<file path="src/rtl/ws2812_frame_sched.sv">
// Round-robin frame scheduler feeding the ws2812 driver: latches the winning frame, kicks the driver,
// tracks its busy handshake and enforces a refresh interval. Optional skip of identical frames: WS_SCHED_SKIP_SAME_EN.
module ws2812_frame_sched #(
   parameter int unsigned NUM_REQ      = 2,
   parameter int unsigned NUM_LEDS     = 256,
   parameter int unsigned MIN_PERIOD   = 400_000,
   parameter int unsigned BUSY_TIMEOUT = 8
) (
   input  logic                         clock,
   input  logic                         reset,
   input  logic [NUM_REQ-1:0]           req,
   input  logic [NUM_REQ*NUM_LEDS-1:0]  frame_in,
   output logic [NUM_REQ-1:0]           grant,
   output logic [NUM_REQ-1:0]           done,
   output logic                         err,
   output logic [NUM_LEDS-1:0]          frame_out,
   output logic                         drv_update,
   input  logic                         drv_busy,
   output logic                         sched_busy
);

   localparam int unsigned IW = $clog2(NUM_REQ);
   localparam int unsigned PW = $clog2(MIN_PERIOD + 1);
   localparam int unsigned TW = $clog2(BUSY_TIMEOUT + 1);

   typedef enum logic [2:0] {
      S_IDLE, S_LATCH, S_KICK, S_WAIT_BUSY, S_WAIT_DONE, S_FINISH
   } state_t;

   state_t            state, state_nxt;
   logic [IW-1:0]     ptr, winner, pick;
   logic              pick_valid;
   logic [PW-1:0]     period_cnt;
   logic [TW-1:0]     to_cnt;
   logic              take, skip_same, skip_path;
   logic [NUM_REQ-1:0] grant_nxt, done_nxt;
   logic              err_nxt, drv_update_nxt, sched_busy_nxt;

   // Round-robin search from ptr+1; nearest requester wins (last assignment).
   always_comb begin
      logic [IW-1:0] cand;
      pick       = ptr;
      pick_valid = 1'b0;
      for (int unsigned i = NUM_REQ; i >= 1; i--) begin
         cand = IW'((32'(ptr) + i) % NUM_REQ);
         if (req[cand]) begin
            pick       = cand;
            pick_valid = 1'b1;
         end
      end
   end

   always_ff @(posedge clock) begin
      if (reset) state <= S_IDLE;
      else       state <= state_nxt;
   end

   always_comb begin
      state_nxt = state;
      unique case (state)
         S_IDLE:      if (pick_valid && period_cnt == '0) state_nxt = S_LATCH;
         S_LATCH:     state_nxt = skip_same ? S_FINISH : S_KICK;
         S_KICK:      state_nxt = S_WAIT_BUSY;
         S_WAIT_BUSY: begin
            if (drv_busy)                 state_nxt = S_WAIT_DONE;
            else if (to_cnt == TW'(1))    state_nxt = S_FINISH;
         end
         S_WAIT_DONE: if (!drv_busy) state_nxt = S_FINISH;
         S_FINISH:    state_nxt = S_IDLE;
         default:     state_nxt = S_IDLE;
      endcase
   end

   // Next values of the registered outputs, keyed on the state being entered.
   always_comb begin
      take           = (state == S_IDLE) && (state_nxt == S_LATCH);
      grant_nxt      = take ? (NUM_REQ'(1) << pick) : '0;
      drv_update_nxt = (state_nxt == S_KICK);
      done_nxt       = (state_nxt == S_FINISH) ? (NUM_REQ'(1) << winner) : '0;
      err_nxt        = (state == S_WAIT_BUSY) && !drv_busy && (to_cnt == TW'(1));
      sched_busy_nxt = (state_nxt != S_IDLE);
   end

   always_ff @(posedge clock) begin
      if (reset) begin
         ptr        <= IW'(NUM_REQ - 1);
         winner     <= '0;
         period_cnt <= '0;
         to_cnt     <= '0;
         skip_path  <= 1'b0;
         frame_out  <= '0;
         grant      <= '0;
         done       <= '0;
         err        <= 1'b0;
         drv_update <= 1'b0;
         sched_busy <= 1'b0;
      end else begin
         grant      <= grant_nxt;
         done       <= done_nxt;
         err        <= err_nxt;
         drv_update <= drv_update_nxt;
         sched_busy <= sched_busy_nxt;
         if (take) begin
            ptr       <= pick;
            winner    <= pick;
            frame_out <= frame_in[32'(pick) * NUM_LEDS +: NUM_LEDS];
         end
         if (state == S_LATCH) skip_path <= skip_same;
         if (state == S_KICK)
            to_cnt <= TW'(BUSY_TIMEOUT);
         else if (state == S_WAIT_BUSY && to_cnt != '0)
            to_cnt <= to_cnt - 1'b1;
         // A skipped (identical) frame leaves the refresh interval untouched.
         if (state == S_FINISH && !skip_path)
            period_cnt <= PW'(MIN_PERIOD);
         else if (period_cnt != '0)
            period_cnt <= period_cnt - 1'b1;
      end
   end

`ifdef WS_SCHED_SKIP_SAME_EN
   logic [NUM_LEDS-1:0] prev_frame;
   logic                xfer_seen;

   always_ff @(posedge clock) begin
      if (reset) begin
         prev_frame <= '0;
         xfer_seen  <= 1'b0;
      end else begin
         if (take) prev_frame <= frame_out;
         if (state == S_FINISH && !skip_path) xfer_seen <= 1'b1;
      end
   end

   assign skip_same = xfer_seen && (frame_out == prev_frame);
`else
   assign skip_same = 1'b0;
`endif

endmodule

</file>
<file path="config.mk">
export PLATFORM = sky130hd
export DESIGN_NAME = ws2812_frame_sched
export DESIGN_NICKNAME = d
export VERILOG_FILES = /design/src/rtl/ws2812_frame_sched.sv
export SDC_FILE = /design/constraint.sdc
export NUM_CORES = 1
export LEC_CHECK = 0
export BUFFER_PORTS_ARGS = -buffer_cell sky130_fd_sc_hd__buf_4
export CORE_AREA = 5 5 304 306
export DETAILED_ROUTE_END_ITERATION = 12
export DIE_AREA = 0 0 309 311
export GPL_TIMING_DRIVEN = 0
export MAX_ROUTING_LAYER = met4
export PLACE_DENSITY = 0.4
export SLEW_MARGIN = 10
export SYNTH_ARGS = -nofsm -noshare
export SYNTH_HDL_FRONTEND = slang
export SYNTH_SLANG_ARGS = --single-unit
</file>
<file path="constraint.sdc">
create_clock -name clock -period 3.7 [get_ports clock]
set_clock_uncertainty 0.2 [all_clocks]
set_input_delay 0.185 -clock clock [delete_from_list [all_inputs] [get_ports clock]]
set_output_delay 0.185 -clock clock [all_outputs]
set_load 0.02 [all_outputs]
</file>
* Word-level counts from Yosys, hierarchy flattened *
Index checks and enable logic that the tools add are counted.

storage, ports and cells
  word-level logic and storage cells = 67
  output and inout bits = 263
  input bits = 517
  bits in registers = 291

operators by class
  reductions and logical operators = 17
  shift operators = 3
  eq/ne operators = 9
  add/subtract/negate cells = 4
  muxes and demuxes = 17
  bitwise gates (word level) = 2
  order comparisons = 2

operators by type and width
  kind                                                         number
  variable part select 512 x 10 -> 256 bit                     1
  two-way mux 19 bit                                           2
  zero test 19 bit                                             1
  nonzero test 19 bit                                          1
  subtractor 19 x 1 -> 19 bit (second input constant)          1
  one-hot mux 3 bit (5 select lines)                           1
  two-way mux 3 bit                                            4
  == test 3 x 2 -> 1 bit (second input constant)               3
  == test 3 bit (second input constant)                        3
  two-way mux 1 bit                                            8
  two-way mux 4 bit                                            2
  OR reduction 2 bit                                           4
  == test 3 x 1 -> 1 bit (second input constant)               2
  logical AND 1 bit                                            5
  == test 4 x 1 -> 1 bit (second input constant)               1
  less-than comparator 1 x 2 -> 1 bit (second input constant)  2
  nonzero test 2 bit                                           2
  nonzero test 4 bit                                           1
  << shifter 1 x 1 -> 2 bit (first input constant)             2
  subtractor 4 x 1 -> 4 bit (second input constant)            1
  zero test 3 bit                                              1
  nonzero test 3 bit                                           1
  adder 1 bit (second input constant)                          2
  inverter 1 bit                                               2
  zero test 1 bit                                              1

* Logic depth before layout (Yosys ltp) *
Gate-level depths: netlist (run 1).

  word-level depth = 12
  gate-level depth with buffers = 9
  mapped depth without buffers = 7

* Least setup slack after synthesis (run 1) *
Ideal clock, no wire load.

  path kind = flip-flop to flip-flop
  from = register period_cnt[0]
  to = register frame_out[100]
  arrival = 1827 ps
  clock period less this slack = 2161 ps
  setup slack = 1539 ps
  library setup time = 134 ps
  stages on the path, launching flop included = 10
  data required time = 3366 ps
  path through = dfxtp_1 -> inv_1 -> ha_1 -> nor2b_1 -> nand4_1 -> nor4_4 -> buf_2 -> buf_4 -> buf_2 -> a211oi_1

between the ends
  word-level cells in the longest chain between the ends = 6

RTL lines
  item                                RTL line  source
  start, declared                     33        logic [PW-1:0] period_cnt;
  start signal, assigned              115       period_cnt <= PW'(MIN_PERIOD);
  start signal, assigned              117       period_cnt <= period_cnt - 1'b1;
  zero test 19 bit                    61        S_IDLE: if (pick_valid && period_cnt == '0) state_nxt = S_LATCH;
  logical AND 1 bit                   61
  two-way mux 3 bit                   61
  one-hot mux 3 bit (5 select lines)  60        unique case (state)
  == test 3 x 1 -> 1 bit              76        take = (state == S_IDLE) && (state_nxt == S_LATCH);
  logical AND 1 bit                   76
  end signal, assigned                106       frame_out <= frame_in[32'(pick) * NUM_LEDS +: NUM_LEDS];
  end, declared                       16        output logic [NUM_LEDS-1:0] frame_out,

Every way passes these cells.
A chain may end at the register's enable or synchronous reset.

* Worst setup path after layout (run 1) *
  from = register period_cnt[0]
  to = register frame_out[253]

The elaborated chain is that of the path after synthesis.

==> flow_metrics.env, run 1 <==
export IMPL_p_leak_nw=11.63
export IMPL_viasPerCell=3.984
export IMPL_htreeDepth=2
export IMPL_syn_to_final_growth_pct=108.2
export IMPL_rr_startpoint="period_cnt[0]$_SDFFE_PP0P_"
export IMPL_crit_chain="inv_1 -> ha_1 -> nor2b_1 -> nand4_1 -> nor4_4 -> buf_12 -> clkbuf_1 -> buf_2 -> a211oi_1"
export IMPL_ant_nets=0
export IMPL_min_period_ns=3.345
export IMPL_tritoncts="yes"
export IMPL_setup_ws_ns=0.3546
export IMPL_instances_no_fill=3877
export IMPL_synth_top_family_by_area="multiplexers"
export IMPL_mostFrequentLayoutCells="buf_4, dlygate4sd3_1, dfxtp_1"
export IMPL_drive_above_1_share=0.3385
export IMPL_synth_simple_area_share=0.1183
export IMPL_synth_compound_area_share=0.1696
export IMPL_worstPathRequired_ns=3.87
export IMPL_synth_ff_latch_count=291
export IMPL_hp_start="req[1]"
export IMPL_cts_max_path_buffers=3
export IMPL_rsz0062_at_grt="no"
export IMPL_critPathTopFamily="buffers and inverters"
export IMPL_synth_distinct_cells=42
export IMPL_crit_slowest_cell="clkbuf_1"
export IMPL_setup_viol=0
export IMPL_cp_data_arrival_time_ns=3.52
export IMPL_syn_inst=1333
export IMPL_ys_flop_type="dfxtp_1"
export IMPL_dr_total_vias=15450
export IMPL_synth_fp_nets=1854
export IMPL_max_freq_ghz=0.2989
export IMPL_synth_area_leaders="dfxtp_1, mux2i_1, a211oi_1"
export IMPL_cts_root_buf="clkbuf_16"
export IMPL_fin_hold_ws_ns=0.07366
export IMPL_ios=780
export IMPL_synth_top_cell_by_area="dfxtp_1"
export IMPL_synth_xor_area_frac=0.006860
export IMPL_place_inst=3288
export IMPL_status="finished, final reports clean"
export IMPL_clk_latency_ns=0.54
export IMPL_r2r_end="frame_out[253]$_SDFFE_PP0P_"
export IMPL_final_common_cell="buf_4"
export IMPL_drtIter0Drc=714
export IMPL_crit_fanout=10
export IMPL_die_w_um=309
export IMPL_power_mw=17.53
export IMPL_ys_warn_count=0
export IMPL_first_pass_iters=5
export IMPL_placementRows=110
export IMPL_final_net_count=3188
export IMPL_ff2ff_path_depth=9
export IMPL_die_area_um2=96100
export IMPL_max_cap_viol_count=0
export IMPL_grt_overflow=0
export IMPL_slew_violations=0
export IMPL_max_slew_worst_pin_slew_ns=1.004
export IMPL_end_kind="flop"
export IMPL_port_buffers=779
export IMPL_muxShareOfSynthArea=0.2015
export IMPL_whs_path_depth=4
export IMPL_syn_area_um2=12770
export IMPL_whs_endpoint="grant[1]$_SDFF_PP0_"
export IMPL_ir_worst_vdd_v=0.0002626
export IMPL_placed_cell_area_um2=20090
export IMPL_avgSynthCellArea_um2=9.578
export IMPL_worst_setup_path_start_kind="flop"
export IMPL_slew_headroom=0.3307
export IMPL_path_clk_slew_ns=0.06
export IMPL_pre_cts_slack_ns=-0.2551
export IMPL_fin_crit_sh=0.9042
export IMPL_dp_hpwl_um=57080
export IMPL_core_area_um2=89320
export IMPL_routed_wl_um=73200
export IMPL_grt_usage=0.1481
export IMPL_crit_buf_inv=4
export IMPL_grt_max_degree=12
export IMPL_floorplan_initialDensity=0.1429
export IMPL_critPathKind="flop to flop"
export IMPL_r2r_setup_slack_ns=0.35
export IMPL_routabilityCongestion=0.9058
export IMPL_postSynth_asyncResetShare=0
export IMPL_grt_pass1_vias=16920
export IMPL_route_detailed_drc=0
export IMPL_grt_pass1_wl_um=106200
export IMPL_final_area_um2=26590
export IMPL_cts_buffers=38
export IMPL_ys_seq_area_frac=0.4563
export IMPL_die_h_um=311
export IMPL_hp_class="input pin to flop"
export IMPL_antenna_found_initial=4
export IMPL_cpPeakStageDelay_ns=0.57
export IMPL_pwr_density_cell_nw_per_um2=659.3
export IMPL_hold_viol_final=0
export IMPL_synth_adder_area_share=0.003920
export IMPL_avgRoutedWirePerCell_um=18.88
export IMPL_yosys_area_top_type_share=0.4563
export IMPL_clock_sinks=291
export IMPL_synth_edff_count=0
## area by class of cell
cell class              instances  area (µm²)
well taps                    1176        1471
fillers                      9300       62740
repair buffers               1294       11010
multi-input cells             913        6386
flip-flops and latches        291        5826
diodes                          4       10.01
inverters                       7       26.28
plain buffers                 122       541.8
clock inverters                14       150.1
clock buffers                  56        1162
## cells in the mapped netlist, drive strengths merged, types with 2 or more instances
library cell and count:
nor4 6, nand3b 5, or4 6, o31ai 3, o41ai 2, mux2i 257
clkbuf 65, nand2b 2, nor2b 3, inv 7, nor2 278, a31oi 5
o211ai 2, a21oi 11, or3 8, dfxtp 291, buf 57, o21ai 11
nor3 10, nand2 9, xnor2 3, ha 4, a211oi 257, and2 3
xor2 7, nand3 4, nand4 4, and4 2, nor3b 3
## registers in the layout, summed over array words and instances (netlist names)
register,flops
frame_out,256
period_cnt,19
to_cnt,4
state,3
done,2
grant,2
drv_update,1
err,1
ptr,1
sched_busy,1
winner,1
## repair_timing
item / CTS / global route
endpoints found under the setup margin: 110 / 43
resized for setup: 0 / 16
hold buffers: 514 / 0
pin swaps: 1 / 0
gates cloned: 0 / 0
hold endpoints to repair: 269 / 0
setup buffers: 1 / 0
## per-layer routing
metal	vias up	track usage	wire [µm]
met5	-	-	0
met4	0	0.04949	2587
met3	127	0.02981	4227
met2	519	0.2653	37520
met1	7269	0.1639	28860
li1	7532	-	-
## through the flow
step | TNS [ns] | utilization
floorplan | 0 | -
global placement | -1.794 | 0.2249
detailed placement | -11.23 | 0.2249
CTS | 0 | 0.2974
global route | 0 | 0.2976
finish | 0 | 0.2976
## worst max-delay path by stage
stage,startpoint,cells past startpoint,to
after floorplan,period_cnt[0]$_SDFFE_PP0P_,9,frame_out[100]$_SDFFE_PP0P_
after global placement,period_cnt[0]$_SDFFE_PP0P_,9,frame_out[169]$_SDFFE_PP0P_
after detailed placement,period_cnt[0]$_SDFFE_PP0P_,9,frame_out[168]$_SDFFE_PP0P_
after CTS,ptr$_SDFFE_PP1P_,7,frame_out[128]$_SDFFE_PP0P_
after global routing,period_cnt[0]$_SDFFE_PP0P_,10,frame_out[161]$_SDFFE_PP0P_
final,period_cnt[0]$_SDFFE_PP0P_,9,frame_out[253]$_SDFFE_PP0P_
## logic make-up after synthesis
family / Yosys count
AOI/OAI and AO/OA: 296
xor gates and xnor gates: 10
adders and majority gates: 4
buffers and inverters: 129
DFF: 291
muxes: 257
and+or+nand+nor: 346
## where the power goes
part / switching, mW / internal, mW
registers: 0.705 / 4.30
clock network: 1.47 / 2.39
logic: 4.98 / 3.69
total: 7.16 / 10.4
## worst register-to-register path: stages (launching register included)
cell and delay, ns:
dfxtp_1 0.32, inv_1 0.11, ha_1 0.17, nor2b_1 0.29, nand4_1 0.35, nor4_4 0.36
buf_12 0.19, clkbuf_1 0.58, buf_2 0.49, a211oi_1 0.13
Note: power is estimated with default switching activity, not from simulation.
==> run 2: changes to the inputs <==
--- a/config.mk
+++ b/config.mk
@@ -11,7 +11,7 @@
 export DIE_AREA = 0 0 309 311
 export GPL_TIMING_DRIVEN = 0
 export MAX_ROUTING_LAYER = met4
-export PLACE_DENSITY = 0.4
+export PLACE_DENSITY_LB_ADDON = 0.3
 export SLEW_MARGIN = 10
 export SYNTH_ARGS = -nofsm -noshare
 export SYNTH_HDL_FRONTEND = slang
==> flow_metrics.env, run 2 (same netlist as run 1, synthesis figures left out) <==
export IMPL_cpPeakStageDelay_ns=0.60
export IMPL_core_area_um2=89320
export IMPL_pwr_share_comb=0.502
export IMPL_grt_pass1_wl_um=101200
export IMPL_die_h_um=311
export IMPL_r2r_end="frame_out[12]$_SDFFE_PP0P_"
export IMPL_max_freq_ghz=0.2855
export IMPL_first_pass_iters=5
export IMPL_antenna_found_initial=6
export IMPL_crit_chain="mux2i_1 -> clkbuf_1 -> buf_2 -> clkbuf_1 -> mux2i_1 -> dlygate4sd3_1 -> a211oi_1"
export IMPL_ios=780
export IMPL_critPathKind="flop to flop"
export IMPL_seqPwrFrac=0.288
export IMPL_path_clk_slew_ns=0.06
export IMPL_power_mw=17.40
export IMPL_rr_startpoint="ptr$_SDFFE_PP1P_"
export IMPL_avgRoutedWirePerCell_um=18.15
export IMPL_viasPerCell=3.968
export IMPL_final_net_count=3188
export IMPL_cts_root_buf="clkbuf_16"
export IMPL_r2r_setup_slack_ns=0.20
export IMPL_worstPathRequired_ns=3.96
export IMPL_route_detailed_drc=0
export IMPL_placed_cell_area_um2=20090
export IMPL_slew_headroom=0.1623
export IMPL_crit_start="ptr$_SDFFE_PP1P_"
export IMPL_whs_endpoint="grant[1]$_SDFF_PP0_"
export IMPL_clock_sinks=291
export IMPL_fin_hold_ws_ns=0.08930
export IMPL_routabilityCongestion=0.8402
export IMPL_drive_above_1_share=0.3387
export IMPL_regMostFlops="frame_out"
export IMPL_tritoncts="yes"
export IMPL_pwr_density_cell_nw_per_um2=656.6
export IMPL_cts_max_path_buffers=3
export IMPL_crit_slowest_cell="dlygate4sd3_1"
export IMPL_hold_viol_final=0
export IMPL_worst_setup_path_start_kind="flop"
export IMPL_dr_total_vias=15350
export IMPL_final_fill_count=9320
export IMPL_final_common_cell="buf_4"
export IMPL_max_slew_worst_pin_slew_ns=1.257
export IMPL_die_w_um=309
export IMPL_sw_frac_of_total=0.4108
export IMPL_drtIter0Drc=549
export IMPL_grt_usage=0.1415
export IMPL_floorplan_initialDensity=0.1429
export IMPL_p_sw_mw=7.145
export IMPL_setup_tns_final_ns=0
export IMPL_cp_data_arrival_time_ns=3.76
export IMPL_ir_worst_vdd_v=0.0002509
export IMPL_end_kind="flop"
export IMPL_final_area_um2=26490
export IMPL_clock_power_share=0.210
export IMPL_die_area_um2=96100
export IMPL_ff2ff_path_depth=7
export IMPL_whs_path_depth=4
export IMPL_port_buffers=779
export IMPL_p_leak_nw=11.59
export IMPL_status="finished, final reports clean"
export IMPL_htreeDepth=2
export IMPL_fin_crit_sh=0.9468
export IMPL_cts_buffers=37
export IMPL_intPower_mw=10.25
export IMPL_min_period_ns=3.503
export IMPL_hp_start="req[1]"
export IMPL_mostFrequentLayoutCells="buf_4, dlygate4sd3_1, dfxtp_1"
export IMPL_placementRows=110
export IMPL_setup_viol=0
export IMPL_routed_wl_um=70230
export IMPL_ant_nets=0
export IMPL_crit_fanout=10
export IMPL_slew_violations=0
export IMPL_dp_hpwl_um=54350
export IMPL_max_cap_viol_count=0
export IMPL_grt_overflow=0
export IMPL_largest_reg_flops=256
export IMPL_grt_pass1_vias=16540
export IMPL_syn_to_final_growth_pct=107.5
export IMPL_hp_class="input pin to flop"
export IMPL_clk_latency_ns=0.55
export IMPL_grt_max_degree=13
export IMPL_reg_largest_list="frame_out (256), period_cnt (19), to_cnt (4)"
==> run 2: layout make-up <==
type	instances	area, µm²	area share
Inverter	7	26.28	0.0009917
Timing Repair Buffer	1295	11010	0.4155
Clock buffer	54	1100	0.04151
Buffer	122	546.8	0.02064
Tap cell	1176	1471	0.05554
Clock inverter	8	122.6	0.004628
Antenna cell	3	7.507	0.0002834
Sequential cell	291	5826	0.2199
Multi-Input combinational cell	913	6386	0.2410
==> run 2: power by group through the flow <==
stage                     registers [mW]  logic (mW)  clock network (mW)
after floorplan                     6.19        3.29                   0
after global placement              5.03        8.16                   0
after detailed placement            5.06        8.16                   0
after CTS                           5.01        8.79                3.83
after global routing                5.14        9.43                3.94
final                               5.01        8.73                3.66
==> run 2: per-stage QoR <==
step	utilization	cells	worst slack, ns
final	0.2966	3869	0.1969
after global routing	0.2966	3868	-0.004308
after CTS	0.2962	3864	0.01630
after detailed placement	0.2249	3288	0.001223
after global placement	0.2249	3288	-0.04274
after floorplan	-	1333	1.539
==> run 2: timing repair <==
action / CTS / global route
buffers inserted: 0 / 2
hold endpoints to repair: 269 / 0
endpoints found under the setup margin: 0 / 73
gates resized for setup: 0 / 28
hold buffers: 514 / 0
==> run 2: how the worst max path moves through the flow <==
stage	endpoint	slack [ns]	depth (start not counted)
after floorplan	frame_out[100]$_SDFFE_PP0P_	1.54	9
after global placement	frame_out[253]$_SDFFE_PP0P_	-0.04	6
after detailed placement	frame_out[163]$_SDFFE_PP0P_	0.001	9
after CTS	frame_out[163]$_SDFFE_PP0P_	0.02	9
after global routing	frame_out[68]$_SDFFE_PP0P_	-0.004	7
final	frame_out[12]$_SDFFE_PP0P_	0.20	7
==> run 2: per-layer routing <==
metal | wire length [µm] | part of all wire | vias to the layer above | GRT usage
met4 | 3157 | 0.045 | 0 | 0.05849
met3 | 5247 | 0.075 | 154 | 0.03927
met2 | 34270 | 0.49 | 543 | 0.2418
li1 | - | - | 7530 | -
met1 | 27560 | 0.39 | 7125 | 0.1550
met5 | 0 | 0 | - | -
==> run 2: worst max-delay path, delay by kind of cell, from the launching register on <==
kind,cells,cell delay [ns]
buf+inv,4,2.25
flops,1,0.34
compound gates,1,0.22
mux,2,0.38
